### config.mk
export PLATFORM = sky130hd
export DESIGN_NAME = regfile_mp_flat
export DESIGN_NICKNAME = d
export VERILOG_FILES = /design/src/rtl/regfile_pkg.sv /design/src/rtl/regfile_mp_if.sv /design/src/rtl/regfile_mp_rd_port.sv /design/src/rtl/regfile_mp.sv /design/src/flat_wrapper.sv
export SDC_FILE = /design/constraint.sdc
export NUM_CORES = 1
export LEC_CHECK = 0
export CAP_MARGIN = 20
export CORE_MARGIN = 4
export CORE_UTILIZATION = 40
export DETAILED_ROUTE_END_ITERATION = 10
export PLACE_DENSITY_LB_ADDON = 0.25
export SYNTH_ARGS = -nofsm -noshare
export SYNTH_HDL_FRONTEND = slang
export SYNTH_SLANG_ARGS = --single-unit
### constraint.sdc
create_clock -name clk -period 6.3 [get_ports clk]
set_input_delay 1.26 -clock clk [delete_from_list [all_inputs] [get_ports clk]]
set_output_delay 1.26 -clock clk [all_outputs]
set_load 0.1 [all_outputs]
### src/rtl/regfile_pkg.sv
// ============================================================================
// Module      : regfile_pkg
// Description : Shared types, default widths and slicing helper for regfile_mp.
// Revision    : 1.0
// ============================================================================
`default_nettype none

package regfile_pkg;

    localparam int DATA_W_DEF = 32;
    localparam int ADDR_W_DEF = 5;

    typedef enum logic [0:0] {
        ST_CLEAR = 1'b0,
        ST_READY = 1'b1
    } state_e;

    // LSB position of port `port` inside a packed multi-port vector.
    function automatic int unsigned port_lsb(input int unsigned port, input int unsigned width);
        return port * width;
    endfunction

endpackage

`default_nettype wire

### src/rtl/regfile_mp_if.sv
// ============================================================================
// Module      : regfile_mp_if
// Description : Read/write/control bundle between the pipeline and regfile_mp.
// Revision    : 1.0
// ============================================================================
`default_nettype none

interface regfile_mp_if #(
    parameter int DATA_W = 32,
    parameter int ADDR_W = 5,
    parameter int NUM_RD = 2
);
    logic                       clr_req;
    logic [NUM_RD*ADDR_W-1:0]   rd_addr;
    logic [NUM_RD*DATA_W-1:0]   rd_data;
    logic                       wr_en;
    logic [ADDR_W-1:0]          wr_addr;
    logic [DATA_W-1:0]          wr_data;
    logic                       ready;
    logic                       wr_drop;

    modport master (
        output clr_req, rd_addr, wr_en, wr_addr, wr_data,
        input  rd_data, ready, wr_drop
    );

    modport slave (
        input  clr_req, rd_addr, wr_en, wr_addr, wr_data,
        output rd_data, ready, wr_drop
    );
endinterface

`default_nettype wire

### src/rtl/regfile_mp_rd_port.sv
// ============================================================================
// Module      : regfile_rd_port
// Description : One read port: ready gating, hardwired zero and write bypass.
// Revision    : 1.0
// ============================================================================
`default_nettype none

module regfile_rd_port #(
    parameter int DATA_W   = 32,
    parameter int ADDR_W   = 5,
    parameter int ZERO_REG = 1,
    parameter int BYPASS   = 1
) (
    input  wire logic              ready,
    input  wire logic [ADDR_W-1:0] rd_addr,
    input  wire logic              wr_en,
    input  wire logic [ADDR_W-1:0] wr_addr,
    input  wire logic [DATA_W-1:0] wr_data,
    input  wire logic [DATA_W-1:0] mem_rdata,
    output logic      [DATA_W-1:0] rd_data
);

    always_comb begin
        rd_data = mem_rdata;
        if (!ready) begin
            rd_data = '0;
        end else if ((ZERO_REG != 0) && (rd_addr == '0)) begin
            rd_data = '0;
        end else if ((BYPASS != 0) && wr_en && (wr_addr == rd_addr)) begin
            rd_data = wr_data;
        end
    end

endmodule

`default_nettype wire

### src/rtl/regfile_mp.sv
// ============================================================================
// Module      : regfile_mp
// Description : Multi-read-port register file with sequenced clear engine.
// Revision    : 1.0
// ============================================================================
`default_nettype none

module regfile_mp
    import regfile_pkg::*;
#(
    parameter int DATA_W   = DATA_W_DEF,
    parameter int ADDR_W   = ADDR_W_DEF,
    parameter int NUM_RD   = 2,
    parameter int ZERO_REG = 1,
    parameter int BYPASS   = 1
) (
    input  wire logic   clk,
    input  wire logic   rst,
    regfile_mp_if.slave bus
);

    localparam int              c_DEPTH = 2 ** ADDR_W;
    localparam logic [ADDR_W-1:0] c_LAST = {ADDR_W{1'b1}};

    state_e              state_q, state_d;
    logic [ADDR_W-1:0]   clr_cnt_q, clr_cnt_d;
    logic                ready_q, ready_d;
    logic                wr_drop_q, wr_drop_d;

    logic [DATA_W-1:0]   mem_q [c_DEPTH];

    logic                w_mem_we;
    logic [ADDR_W-1:0]   w_mem_waddr;
    logic [DATA_W-1:0]   w_mem_wdata;
    logic                w_wr_zero;

    assign w_wr_zero = (ZERO_REG != 0) && (bus.wr_addr == '0);

    always_comb begin
        state_d     = state_q;
        clr_cnt_d   = clr_cnt_q;
        ready_d     = ready_q;
        wr_drop_d   = wr_drop_q;
        w_mem_we    = 1'b0;
        w_mem_waddr = clr_cnt_q;
        w_mem_wdata = '0;

        if (rst) begin
            state_d   = ST_CLEAR;
            clr_cnt_d = '0;
            ready_d   = 1'b0;
            wr_drop_d = 1'b0;
        end else begin
            case (state_q)
                ST_CLEAR: begin
                    w_mem_we = 1'b1;
                    if (bus.wr_en) begin
                        wr_drop_d = 1'b1;
                    end
                    if (clr_cnt_q == c_LAST) begin
                        state_d = ST_READY;
                        ready_d = 1'b1;
                    end else begin
                        clr_cnt_d = clr_cnt_q + 1'b1;
                    end
                end
                ST_READY: begin
                    if (bus.clr_req) begin
                        // Accepting a clear resets the sticky flag, but a write
                        // colliding with the accept itself is still reported.
                        state_d   = ST_CLEAR;
                        clr_cnt_d = '0;
                        ready_d   = 1'b0;
                        wr_drop_d = bus.wr_en;
                    end else if (bus.wr_en && !w_wr_zero) begin
                        w_mem_we    = 1'b1;
                        w_mem_waddr = bus.wr_addr;
                        w_mem_wdata = bus.wr_data;
                    end
                end
                default: begin
                    state_d   = ST_CLEAR;
                    clr_cnt_d = '0;
                    ready_d   = 1'b0;
                end
            endcase
        end
    end

    always_ff @(posedge clk) begin
        state_q   <= state_d;
        clr_cnt_q <= clr_cnt_d;
        ready_q   <= ready_d;
        wr_drop_q <= wr_drop_d;
    end

    // Storage is deliberately reset-free; the sweep above zeroes it.
    always_ff @(posedge clk) begin
        if (w_mem_we) begin
            mem_q[w_mem_waddr] <= w_mem_wdata;
        end
    end

    logic [NUM_RD-1:0][DATA_W-1:0] w_rd_data;

    for (genvar k = 0; k < NUM_RD; k++) begin : g_rd
        logic [ADDR_W-1:0] w_addr;
        assign w_addr = bus.rd_addr[port_lsb(k, ADDR_W) +: ADDR_W];

        regfile_rd_port #(
            .DATA_W   (DATA_W),
            .ADDR_W   (ADDR_W),
            .ZERO_REG (ZERO_REG),
            .BYPASS   (BYPASS)
        ) u_rd_port (
            .ready     (ready_q),
            .rd_addr   (w_addr),
            .wr_en     (bus.wr_en),
            .wr_addr   (bus.wr_addr),
            .wr_data   (bus.wr_data),
            .mem_rdata (mem_q[w_addr]),
            .rd_data   (w_rd_data[k])
        );
    end

    assign bus.rd_data = w_rd_data;
    assign bus.ready   = ready_q;
    assign bus.wr_drop = wr_drop_q;

endmodule

`default_nettype wire

### src/flat_wrapper.sv
// flat-port wrapper written by rule: the top's interface ports become plain ports
module regfile_mp_flat import regfile_pkg::*;
#(
    parameter int DATA_W   = DATA_W_DEF,
    parameter int ADDR_W   = ADDR_W_DEF,
    parameter int NUM_RD   = 2,
    parameter int ZERO_REG = 1,
    parameter int BYPASS   = 1
)
  (clk, rst, bus_clr_req, bus_rd_addr, bus_wr_en, bus_wr_addr, bus_wr_data, bus_rd_data, bus_ready, bus_wr_drop);
  regfile_mp_if #(.DATA_W(DATA_W), .ADDR_W(ADDR_W), .NUM_RD(NUM_RD)) bus_i ();
  input  wire logic clk;
  input  wire logic rst;
  input wire logic [$bits(bus_i.clr_req)-1:0] bus_clr_req;
  input wire logic [$bits(bus_i.rd_addr)-1:0] bus_rd_addr;
  input wire logic [$bits(bus_i.wr_en)-1:0] bus_wr_en;
  input wire logic [$bits(bus_i.wr_addr)-1:0] bus_wr_addr;
  input wire logic [$bits(bus_i.wr_data)-1:0] bus_wr_data;
  output wire logic [$bits(bus_i.rd_data)-1:0] bus_rd_data;
  output wire logic [$bits(bus_i.ready)-1:0] bus_ready;
  output wire logic [$bits(bus_i.wr_drop)-1:0] bus_wr_drop;
  assign bus_i.clr_req = bus_clr_req;
  assign bus_i.rd_addr = bus_rd_addr;
  assign bus_i.wr_en = bus_wr_en;
  assign bus_i.wr_addr = bus_wr_addr;
  assign bus_i.wr_data = bus_wr_data;
  assign bus_rd_data = bus_i.rd_data;
  assign bus_ready = bus_i.ready;
  assign bus_wr_drop = bus_i.wr_drop;
  regfile_mp #(.DATA_W(DATA_W), .ADDR_W(ADDR_W), .NUM_RD(NUM_RD), .ZERO_REG(ZERO_REG), .BYPASS(BYPASS)) u_core (.clk(clk), .rst(rst), .bus(bus_i));
endmodule
Yosys cells after proc, flatten, opt, wreduce, memory -nomap -nowiden
Memory sizes are Yosys's and may differ from the RTL's.
Cells that the tools add are included.
{"block": "totals", "regBits": 8, "latch_bits": 0, "ram_bits": 1024, "mem_bits_ro": 0, "inputBits": 51, "output_inout_bits": 66, "wordCells": 56, "n_memories": 1}
{"block": "op_classes", "n_addsub": 1, "mul": 0, "n_div": 0, "order_cmp": 0, "eq_ne": 7, "n_shift": 0, "n_mux": 32, "n_bitwise": 1, "reduce_logical": 10}
{"name": "u_core.mem_q", "depth": 32, "width": 32, "rd": 2, "rd_clocked_by_memory_dff": 0, "write_ports": 1, "line_no": "regfile_mp.sv:30", "source": "logic [DATA_W-1:0] mem_q [c_DEPTH];"}
{"op": "32-bit 2-to-1 mux", "n": 10}
{"op": "5-bit 2-to-1 mux", "n": 6}
{"op": "5-bit logical NOT", "n": 3}
{"op": "1-bit 2-to-1 mux", "n": 11}
{"op": "5-bit equality test", "n": 2}
{"op": "5-bit one-hot mux with 2 select lines", "n": 1}
{"op": "1-bit one-hot mux with 2 select lines", "n": 4}
{"op": "2-bit != test, second input constant", "n": 3}
{"op": "2-bit AND reduction", "n": 3}
{"op": "5-bit by 1-bit adder with 5-bit output, second input constant", "n": 1}
{"op": "5-bit equality test, second input constant", "n": 1}
{"op": "1-bit logical AND", "n": 3}
{"op": "2-bit by 1-bit != test with 1-bit output, second input constant", "n": 1}
{"op": "1-bit logical NOT", "n": 1}
{"op": "1-bit NOT", "n": 1}

Longest topological paths before layout
Gate-level depths: netlist of run 1.
{"block": "logic_depth", "word_depth": 9, "depth_mapped": 10, "depth_no_buf": 7}

Hierarchy
From an unflattened synthesis of run 1, not the netlist that was laid out.
{"block": "unflattened", "hier_cells": 3747, "hier_area_um2": 50583.5}
{"module": "regfile_mp", "n_inst": 1, "cells_each": 3501, "area_per_inst_um2": 49142.1, "seq_area_each_um2": 30909.6}
{"module": "regfile_rd_port", "n_inst": 2, "cells_each": 123, "area_per_inst_um2": 720.7, "seq_area_each_um2": 0.0}

Worst setup path after synthesis of run 1
Ideal clock, no wire load.
{"block": "synth_path", "path_kind": "input-to-reg", "startpoint": "input port bus_wr_addr[2]", "endpoint": "memory u_core.mem_q[16][0] (enable)", "setup_time_ns": 0.501, "arrival_ns": 5.653, "t_required_ns": 5.799, "path_slack_ns": 0.146, "stages": 6, "path_buffers": 2, "cell_sequence": "buf_2 > or4_4 > o2111a_1 > buf_6 > mux2i_2 > nor4_1"}
{"block": "synth_via", "elab_chain_cells": 9, "elab_cells_between_ends": 13, "cone_classes": "mux: 10; reduce/logical: 3"}
{"item": "from (decl)", "line_no": "flat_wrapper.sv:17", "source": "input wire logic [$bits(bus_i.wr_addr)-1:0] bus_wr_addr;"}
{"item": "5-bit logical NOT", "line_no": "regfile_mp.sv:37", "source": "assign w_wr_zero = (ZERO_REG != 0) && (bus.wr_addr == '0);"}
{"item": "1-bit logical NOT", "line_no": "regfile_mp.sv:75", "source": "end else if (bus.wr_en && !w_wr_zero) begin"}
{"item": "1-bit logical AND", "line_no": "regfile_mp.sv:75"}
{"item": "1-bit 2-to-1 mux", "line_no": "regfile_mp.sv:75"}
{"item": "1-bit 2-to-1 mux", "line_no": "regfile_mp.sv:68", "source": "if (bus.clr_req) begin"}
{"item": "1-bit one-hot mux with 2 select lines", "line_no": "regfile_mp.sv:54", "source": "case (state_q)"}
{"item": "1-bit 2-to-1 mux", "line_no": "regfile_mp.sv:48", "source": "if (rst) begin"}
{"item": "1-bit 2-to-1 mux", "line_no": "regfile_mp.sv:99", "source": "if (w_mem_we) begin"}
{"item": "1-bit 2-to-1 mux (implied by the code)", "line_no": "regfile_mp.sv:100", "source": "mem_q[w_mem_waddr] <= w_mem_wdata;"}
{"item": "to (decl)", "line_no": "regfile_mp.sv:30"}
Parallel ways exist; a longest one is shown, timed or not.

Final worst setup path of run 1
{"block": "layout_path", "startpoint": "input port bus_rd_addr[1]", "endpoint": "output port bus_rd_data[14]"}
{"block": "layout_via", "elab_chain_cells": 5, "elab_cells_between_ends": 7, "cone_classes": "eq/ne: 1; mux: 3; reduce/logical: 2; memory: 1"}
{"item": "from (decl)", "line_no": "flat_wrapper.sv:15", "source": "input wire logic [$bits(bus_i.rd_addr)-1:0] bus_rd_addr;"}
{"item": "parallel branches: the longest is 3 deep, another holds memory 32 x 32 bit"}
{"item": "32-bit 2-to-1 mux *", "line_no": "regfile_mp_rd_port.sv:27", "source": "end else if ((ZERO_REG != 0) && (rd_addr == '0)) begin"}
{"item": "32-bit 2-to-1 mux *", "line_no": "regfile_mp_rd_port.sv:25", "source": "if (!ready) begin"}
{"item": "to (decl)", "line_no": "flat_wrapper.sv:19", "source": "output wire logic [$bits(bus_i.rd_data)-1:0] bus_rd_data;"}
Every way passes the cells marked *.

==> flow_summary.json, run 1 <==
{
  "outcome": "finished, final reports clean",
  "place.detailed.hpwl_um": 103200,
  "yosysTopAreaCell": "edfxtp_1",
  "placed_cell_area_mm2": 0.05383,
  "antenna_found_initial": 8,
  "multi_input_area_mm2": 0.01751,
  "final.fill_count": 10222,
  "drive_gt1_share_pct": 26.92,
  "grt_start_max_net_pins": 64,
  "ys_top_cells_by_count": "edfxtp_1, mux2i_1, mux4_2, clkbuf_1, o21ai_0",
  "worstSetupEndpointType": "output port",
  "ff2ff_path_depth": 6,
  "post_cts_buffers": 0,
  "synth_edf_count": 1024,
  "path_cells": "buf_6 > or2_2 > buf_4 > o22ai_1 > o21ai_0 > o211a_1 > a21oi_1 > buf_12",
  "syn-cell-area_mm2": 0.04929,
  "cts_root_buf": "clkbuf_16",
  "clk_pin_slew_ns": 0.06,
  "period_needed_ns": 5.701,
  "slew_headroom_pct": 23.37,
  "synthToLayoutAreaGrowth_pct": 17.24,
  "synthTopCellsByArea": "edfxtp_1, mux4_2, mux2i_1",
  "drt_iter0_drc": 4770,
  "finalCritPeriodShare_pct": 90.49,
  "finalSetupViolations": 0,
  "syn_inst": 2870,
  "synthMostInstantiatedCell": "edfxtp_1",
  "hold_depth": 2,
  "clock-sinks": 1032,
  "grt_overflow": 0,
  "first_pass_iters": 6,
  "synthArstFlopShare_pct": 0,
  "post-route-cell-area_mm2": 0.05779,
  "routabilityCongestion": 0.8942,
  "vias_per_cell": 6.621,
  "drc": 0,
  "die_w_um": 359.0,
  "startpoint_type": "input port",
  "rows": 128,
  "max_freq_mhz": 175.4,
  "grt_pass1_vias": 31924,
  "seq_area_mm2": 0.03091,
  "clk_latency_ns": 0.70,
  "drv_slew": 0,
  "clockBufferDepth": 3,
  "hold_viol_final": 0,
  "vias": 31437,
  "cts_tree": "built",
  "ys_ff_latch": 1032,
  "h-tree-depth": 3,
  "crit_slowest_cell": "or2_2",
  "syn_area_per_cell_um2": 17.18,
  "synthFlopType": "edfxtp_1",
  "skew_ns": 0.01805,
  "track_usage_pct": 25.74,
  "rsz0062_at_grt": "no",
  "cp_data_required_time_ns": 5.04,
  "final_nets": 3081,
  "fp.coreArea_mm2": 0.1220,
  "start_util_pct": 40.39,
  "cts_inserted_buffers": 109,
  "critPathKind": "input port to output port",
  "synth_fp_nets": 2923,
  "yosys.area.top_type_share_pct": 62.38,
  "p_leak_nw": 20.75,
  "ys_seq_area_share_pct": 62.71,
  "tns_ns": 0,
  "worstPathMaxFanout": 30,
  "power_density_mw_per_mm2": 260.5,
  "wire_per_inst_um": 35.98,
  "cts.repair.resized": 0,
  "cpPeakStageDelay_ns": 0.83,
  "grt_pass1_wl_um": 239400,
  "max-cap-violations": 0,
  "hold_class": "register to register",
  "yosysWarnings": 0,
  "ys_types": 56,
  "die_h_um": 359.0,
  "worst_pin_slew_ns": 1.149,
  "die-area_mm2": 0.1289,
  "port_buffers": 116,
  "irDropWorstVdd_mv": 0.2481,
  "ant_nets": 0,
  "routed_wl_um": 170800,
  "ctsHoldBuffers": 0,
  "cp.arrival_ns": 4.44,
  "pin_count": 117
}
## cell usage in the layout (no fill, tap or decap), drive strengths merged, types with 10 or more instances in the layout
master / Yosys / final
edfxtp: 1024 / 1024
mux2i: 438 / 438
mux4: 320 / 320
buf: 127 / 243
clkbuf: 116 / 135
o21ai: 108 / 108
o22ai: 83 / 83
o221ai: 73 / 73
a22oi: 61 / 61
nand2: 61 / 61
a31oi: 57 / 57
nor2: 54 / 54
clkinv: 0 / 50
and2: 45 / 45
mux2: 45 / 45
clkdlybuf4s50: 0 / 42
nor2b: 29 / 29
a21oi: 29 / 29
nand3: 25 / 25
a22o: 24 / 24
o211a: 20 / 20
nand2b: 15 / 15
bufinv: 0 / 14
o221a: 12 / 12
and3: 11 / 11
o2111ai: 11 / 11
a211o: 10 / 10
## state kept, by name, indices dropped and copies added, names as in the netlist
register and flops:
u_core.state_q 1, u_core.bus.wr_drop 1, u_core.clr_cnt_q 5, u_core.bus.ready 1, u_core.mem_q 1024
## worst max-delay path: cells and delay by family
kind	cells	cell delay (ns)
buf+inv	3	1.04
compound gates	4	1.27
simple gates	1	0.83
## where the power goes
part           internal, W  total [W]  switching [W]  leakage (nW)
Clock              0.00378    0.00651        0.00273          1.74
Combinational     0.000384    0.00105       0.000667          7.92
Sequential         0.00748    0.00749      0.0000176          11.1
Total               0.0116     0.0151        0.00341          20.8
## per-layer routing
metal / track usage, % / up-vias / wire (µm)
met5: 0 / - / 29
met4: 10.23 / 4 / 7695
met3: 7.278 / 442 / 20550
met2: 38.49 / 2167 / 75360
met1: 35.68 / 16417 / 67210
li1: - / 12407 / -
## stage by stage
stage / hold WS (ns) / setup slack, ns / std cells / utilization [%] / total power, W
after detailed placement: 0.5082 / 0.7735 / 4526 / 44.11 / 0.008666
after global routing: 0.5484 / 0.6277 / 4745 / 47.35 / 0.01545
final: 0.5182 / 0.5992 / 4748 / 47.36 / 0.01506
after CTS: 0.5209 / 0.7595 / 4729 / 47.03 / 0.01509
after floorplan: 0.5028 / 0.1457 / 2870 / - / 0.008254
after global placement: 0.5052 / 0.7317 / 4525 / 44.09 / 0.008661
## worst paths after layout
| kind | startpoint | to | slack (ns) |
|---|---|---|---|
| max | bus_rd_addr[1] | bus_rd_data[14] | 0.60 |
| min | u_core.bus.wr_drop | u_core.bus.wr_drop | 0.52 |
| max reg2reg | u_core.state_q | u_core.mem_q[31][19] | 2.71 |
| min reg2reg | u_core.bus.wr_drop | u_core.bus.wr_drop | 0.52 |
## logic make-up after synthesis
kind of cell               after synthesis  synth area share (%)
DFF                                   1032                 62.71
muxes                                  803                 24.57
AOI/OAI and AO/OA                      518                 7.389
and+or+nand+nor                        258                 2.670
buffers and inverters                  247                 2.442
xor gates and xnor gates                10                0.1777
adders and majority gates                2               0.05076
## cell type report
cell class | instances | area share [%]
sequential | 1032 | 53.48
multi-input combinational | 1591 | 30.30
timing repair buffer | 290 | 6.480
clock buffer | 130 | 4.927
tap | 1625 | 3.518
clock inverter | 73 | 1.249
inverter | 4 | 0.02598
antenna | 3 | 0.01299
(Power assumes the default switching activity.)
==> run 2, diff against run 1 <==
--- a/config.mk
+++ b/config.mk
@@ -9,3 +9,3 @@
 export CORE_MARGIN = 4
-export CORE_UTILIZATION = 40
+export CORE_UTILIZATION = 56
 export DETAILED_ROUTE_END_ITERATION = 10
--- a/constraint.sdc
+++ b/constraint.sdc
@@ -3,2 +3,2 @@
 set_output_delay 1.26 -clock clk [all_outputs]
-set_load 0.1 [all_outputs]
+set_load 0.05 [all_outputs]
==> flow_summary.json, run 2 (synthesis results as in run 1) <==
{
  "port_buffers": 116,
  "r2r_end": "u_core.mem_q[14][17]",
  "first_pass_iters": 6,
  "antenna_found_initial": 3,
  "layout_commonest_cell": "edfxtp_1",
  "synthToLayoutAreaGrowth_pct": 15.79,
  "r2r_start": "u_core.state_q",
  "cts_root_buf": "clkbuf_16",
  "endpoint": "bus_rd_data[37]",
  "cp.arrival_ns": 4.33,
  "grt_pass1_wl_um": 224500,
  "num_antenna_cells": 0,
  "whs_ns": 0.5303,
  "place_ws_ns": 0.7832,
  "skew_ns": 0.01833,
  "max-cap-violations": 0,
  "worst_pin_slew_ns": 1.146,
  "wire_per_inst_um": 37.39,
  "start_util_pct": 56.64,
  "worstSetupEndpointType": "output port",
  "worstPathMaxFanout": 20,
  "irDropWorstVdd_mv": 0.2498,
  "cts_tree": "built",
  "rrSetupSlack_ns": 2.73,
  "vias_per_cell": 7.468,
  "finalCritPeriodShare_pct": 88.73,
  "max_freq_mhz": 178.9,
  "cp_data_required_time_ns": 5.04,
  "fp.coreArea_mm2": 0.08702,
  "grt_pass1_vias": 31869,
  "drc": 0,
  "hold_viol_final": 0,
  "drive_gt1_share_pct": 26.28,
  "drt_iter0_drc": 4915,
  "drv_slew": 0,
  "max_flop_register": "u_core.mem_q",
  "cts.repair.resized": 0,
  "post_cts_buffers": 0,
  "final_nets": 3052,
  "die_w_um": 304.7,
  "rows": 108,
  "power_density_mw_per_mm2": 262.3,
  "finalSetupViolations": 0,
  "largest_reg_flops": 1024,
  "p_leak_nw": 20.65,
  "hold_class": "register to register",
  "cp-startpoint": "bus_wr_addr[3]",
  "power_frac_comb_pct": 6.8,
  "vias": 31700,
  "critPathKind": "input port to output port",
  "p_switching_w": 0.003325,
  "rsz0062_at_grt": "no",
  "pin_count": 117,
  "track_usage_pct": 33.50,
  "ff2ff_path_depth": 6,
  "biggestRegsByFlops": "u_core.mem_q (1024), u_core.clr_cnt_q (5)",
  "seqPwrFrac_pct": 50.1,
  "clock-sinks": 1032,
  "h-tree-depth": 3,
  "startpoint_type": "input port",
  "ant_nets": 0,
  "switching_share_pct": 22.21,
  "internal_power_w": 0.01165,
  "layout_common_cells": "edfxtp_1, mux2i_1, mux4_2",
  "place.detailed.hpwl_um": 92910,
  "p_clk_share_pct": 43.1,
  "die-area_mm2": 0.09284,
  "placed_cell_area_mm2": 0.05315,
  "period_needed_ns": 5.590,
  "routabilityCongestion": 0.9177,
  "clk_pin_slew_ns": 0.06,
  "power_w": 0.01497,
  "tns_ns": 0,
  "setup_ws_ns": 0.7099,
  "cts_inserted_buffers": 106,
  "outcome": "finished, final reports clean",
  "slew_headroom_pct": 23.60,
  "clockBufferDepth": 3,
  "ctsHoldBuffers": 0,
  "grt_start_max_net_pins": 59,
  "grt_overflow": 0,
  "post-route-cell-area_mm2": 0.05708,
  "clk_latency_ns": 0.69,
  "routed_wl_um": 158700,
  "die_h_um": 304.7
}
==> run 2: cell types whose count changed in the layout (fill, tap and decap cells not counted), sizes merged <==
| cell | previous run | this run |
|---|---|---|
| buf | 243 | 219 |
| clkinv | 50 | 43 |
| clkbuf | 135 | 139 |
| diode | 3 | 0 |
| clkinvlp | 5 | 3 |
| inv | 8 | 7 |
==> run 2: worst min path at each step <==
stage	from	to	slack, ns	cells after the start
after global placement	u_core.bus.wr_drop	u_core.bus.wr_drop	0.50	2
after CTS	u_core.bus.wr_drop	u_core.bus.wr_drop	0.53	2
after floorplan	u_core.clr_cnt_q[3]	u_core.clr_cnt_q[3]	0.50	2
final	u_core.bus.wr_drop	u_core.bus.wr_drop	0.53	2
after global routing	u_core.bus.wr_drop	u_core.bus.wr_drop	0.56	2
after detailed placement	u_core.bus.wr_drop	u_core.bus.wr_drop	0.52	2
==> run 2: metrics by stage <==
step           util, %  cells
2_1_floorplan        -   2870
3_3_place_gp     61.07   4030
3_5_place_dp     61.07   4030
4_1_cts          65.17   4229
5_1_grt          65.59   4245
6_report         65.59   4245
==> run 2: routing by layer <==
metal / vias to the layer above / global-route usage [%] / routed length, µm / part of all wire (%)
met3: 548 / 10.79 / 23550 / 15
met4: 0 / 16.28 / 8959 / 5.6
li1: 12341 / - / - / -
met5: - / 0 / 0 / 0
met1: 16137 / 45.04 / 55540 / 35
met2: 2674 / 50.01 / 70690 / 45
==> run 2: final cells by class <==
cell class / instances / area, µm²
Clock buffer: 136 / 2869
Timing Repair Buffer: 264 / 3640
Fill cell: 5847 / 29950
Sequential cell: 1032 / 30910
Tap cell: 1155 / 1445
Multi-Input combinational cell: 1591 / 17500
Inverter: 4 / 15.01
Clock inverter: 63 / 700.7
==> run 2: power groups by stage <==
stage | Sequential (W) | Clock (W) | Combinational [W]
floorplan | 0.00764 | 0 | 0.000616
global placement | 0.00763 | 0 | 0.000977
detailed placement | 0.00764 | 0 | 0.000985
CTS | 0.00749 | 0.00648 | 0.000989
global route | 0.00749 | 0.00679 | 0.00104
finish | 0.00749 | 0.00646 | 0.00102
==> run 2: critical path, stage by stage <==
cell	delay (ns)
clkdlybuf4s50_1	0.57
xor2_1	0.23
nor4_1	0.36
nand3_2	0.68
a31oi_1	0.98
buf_12	0.23
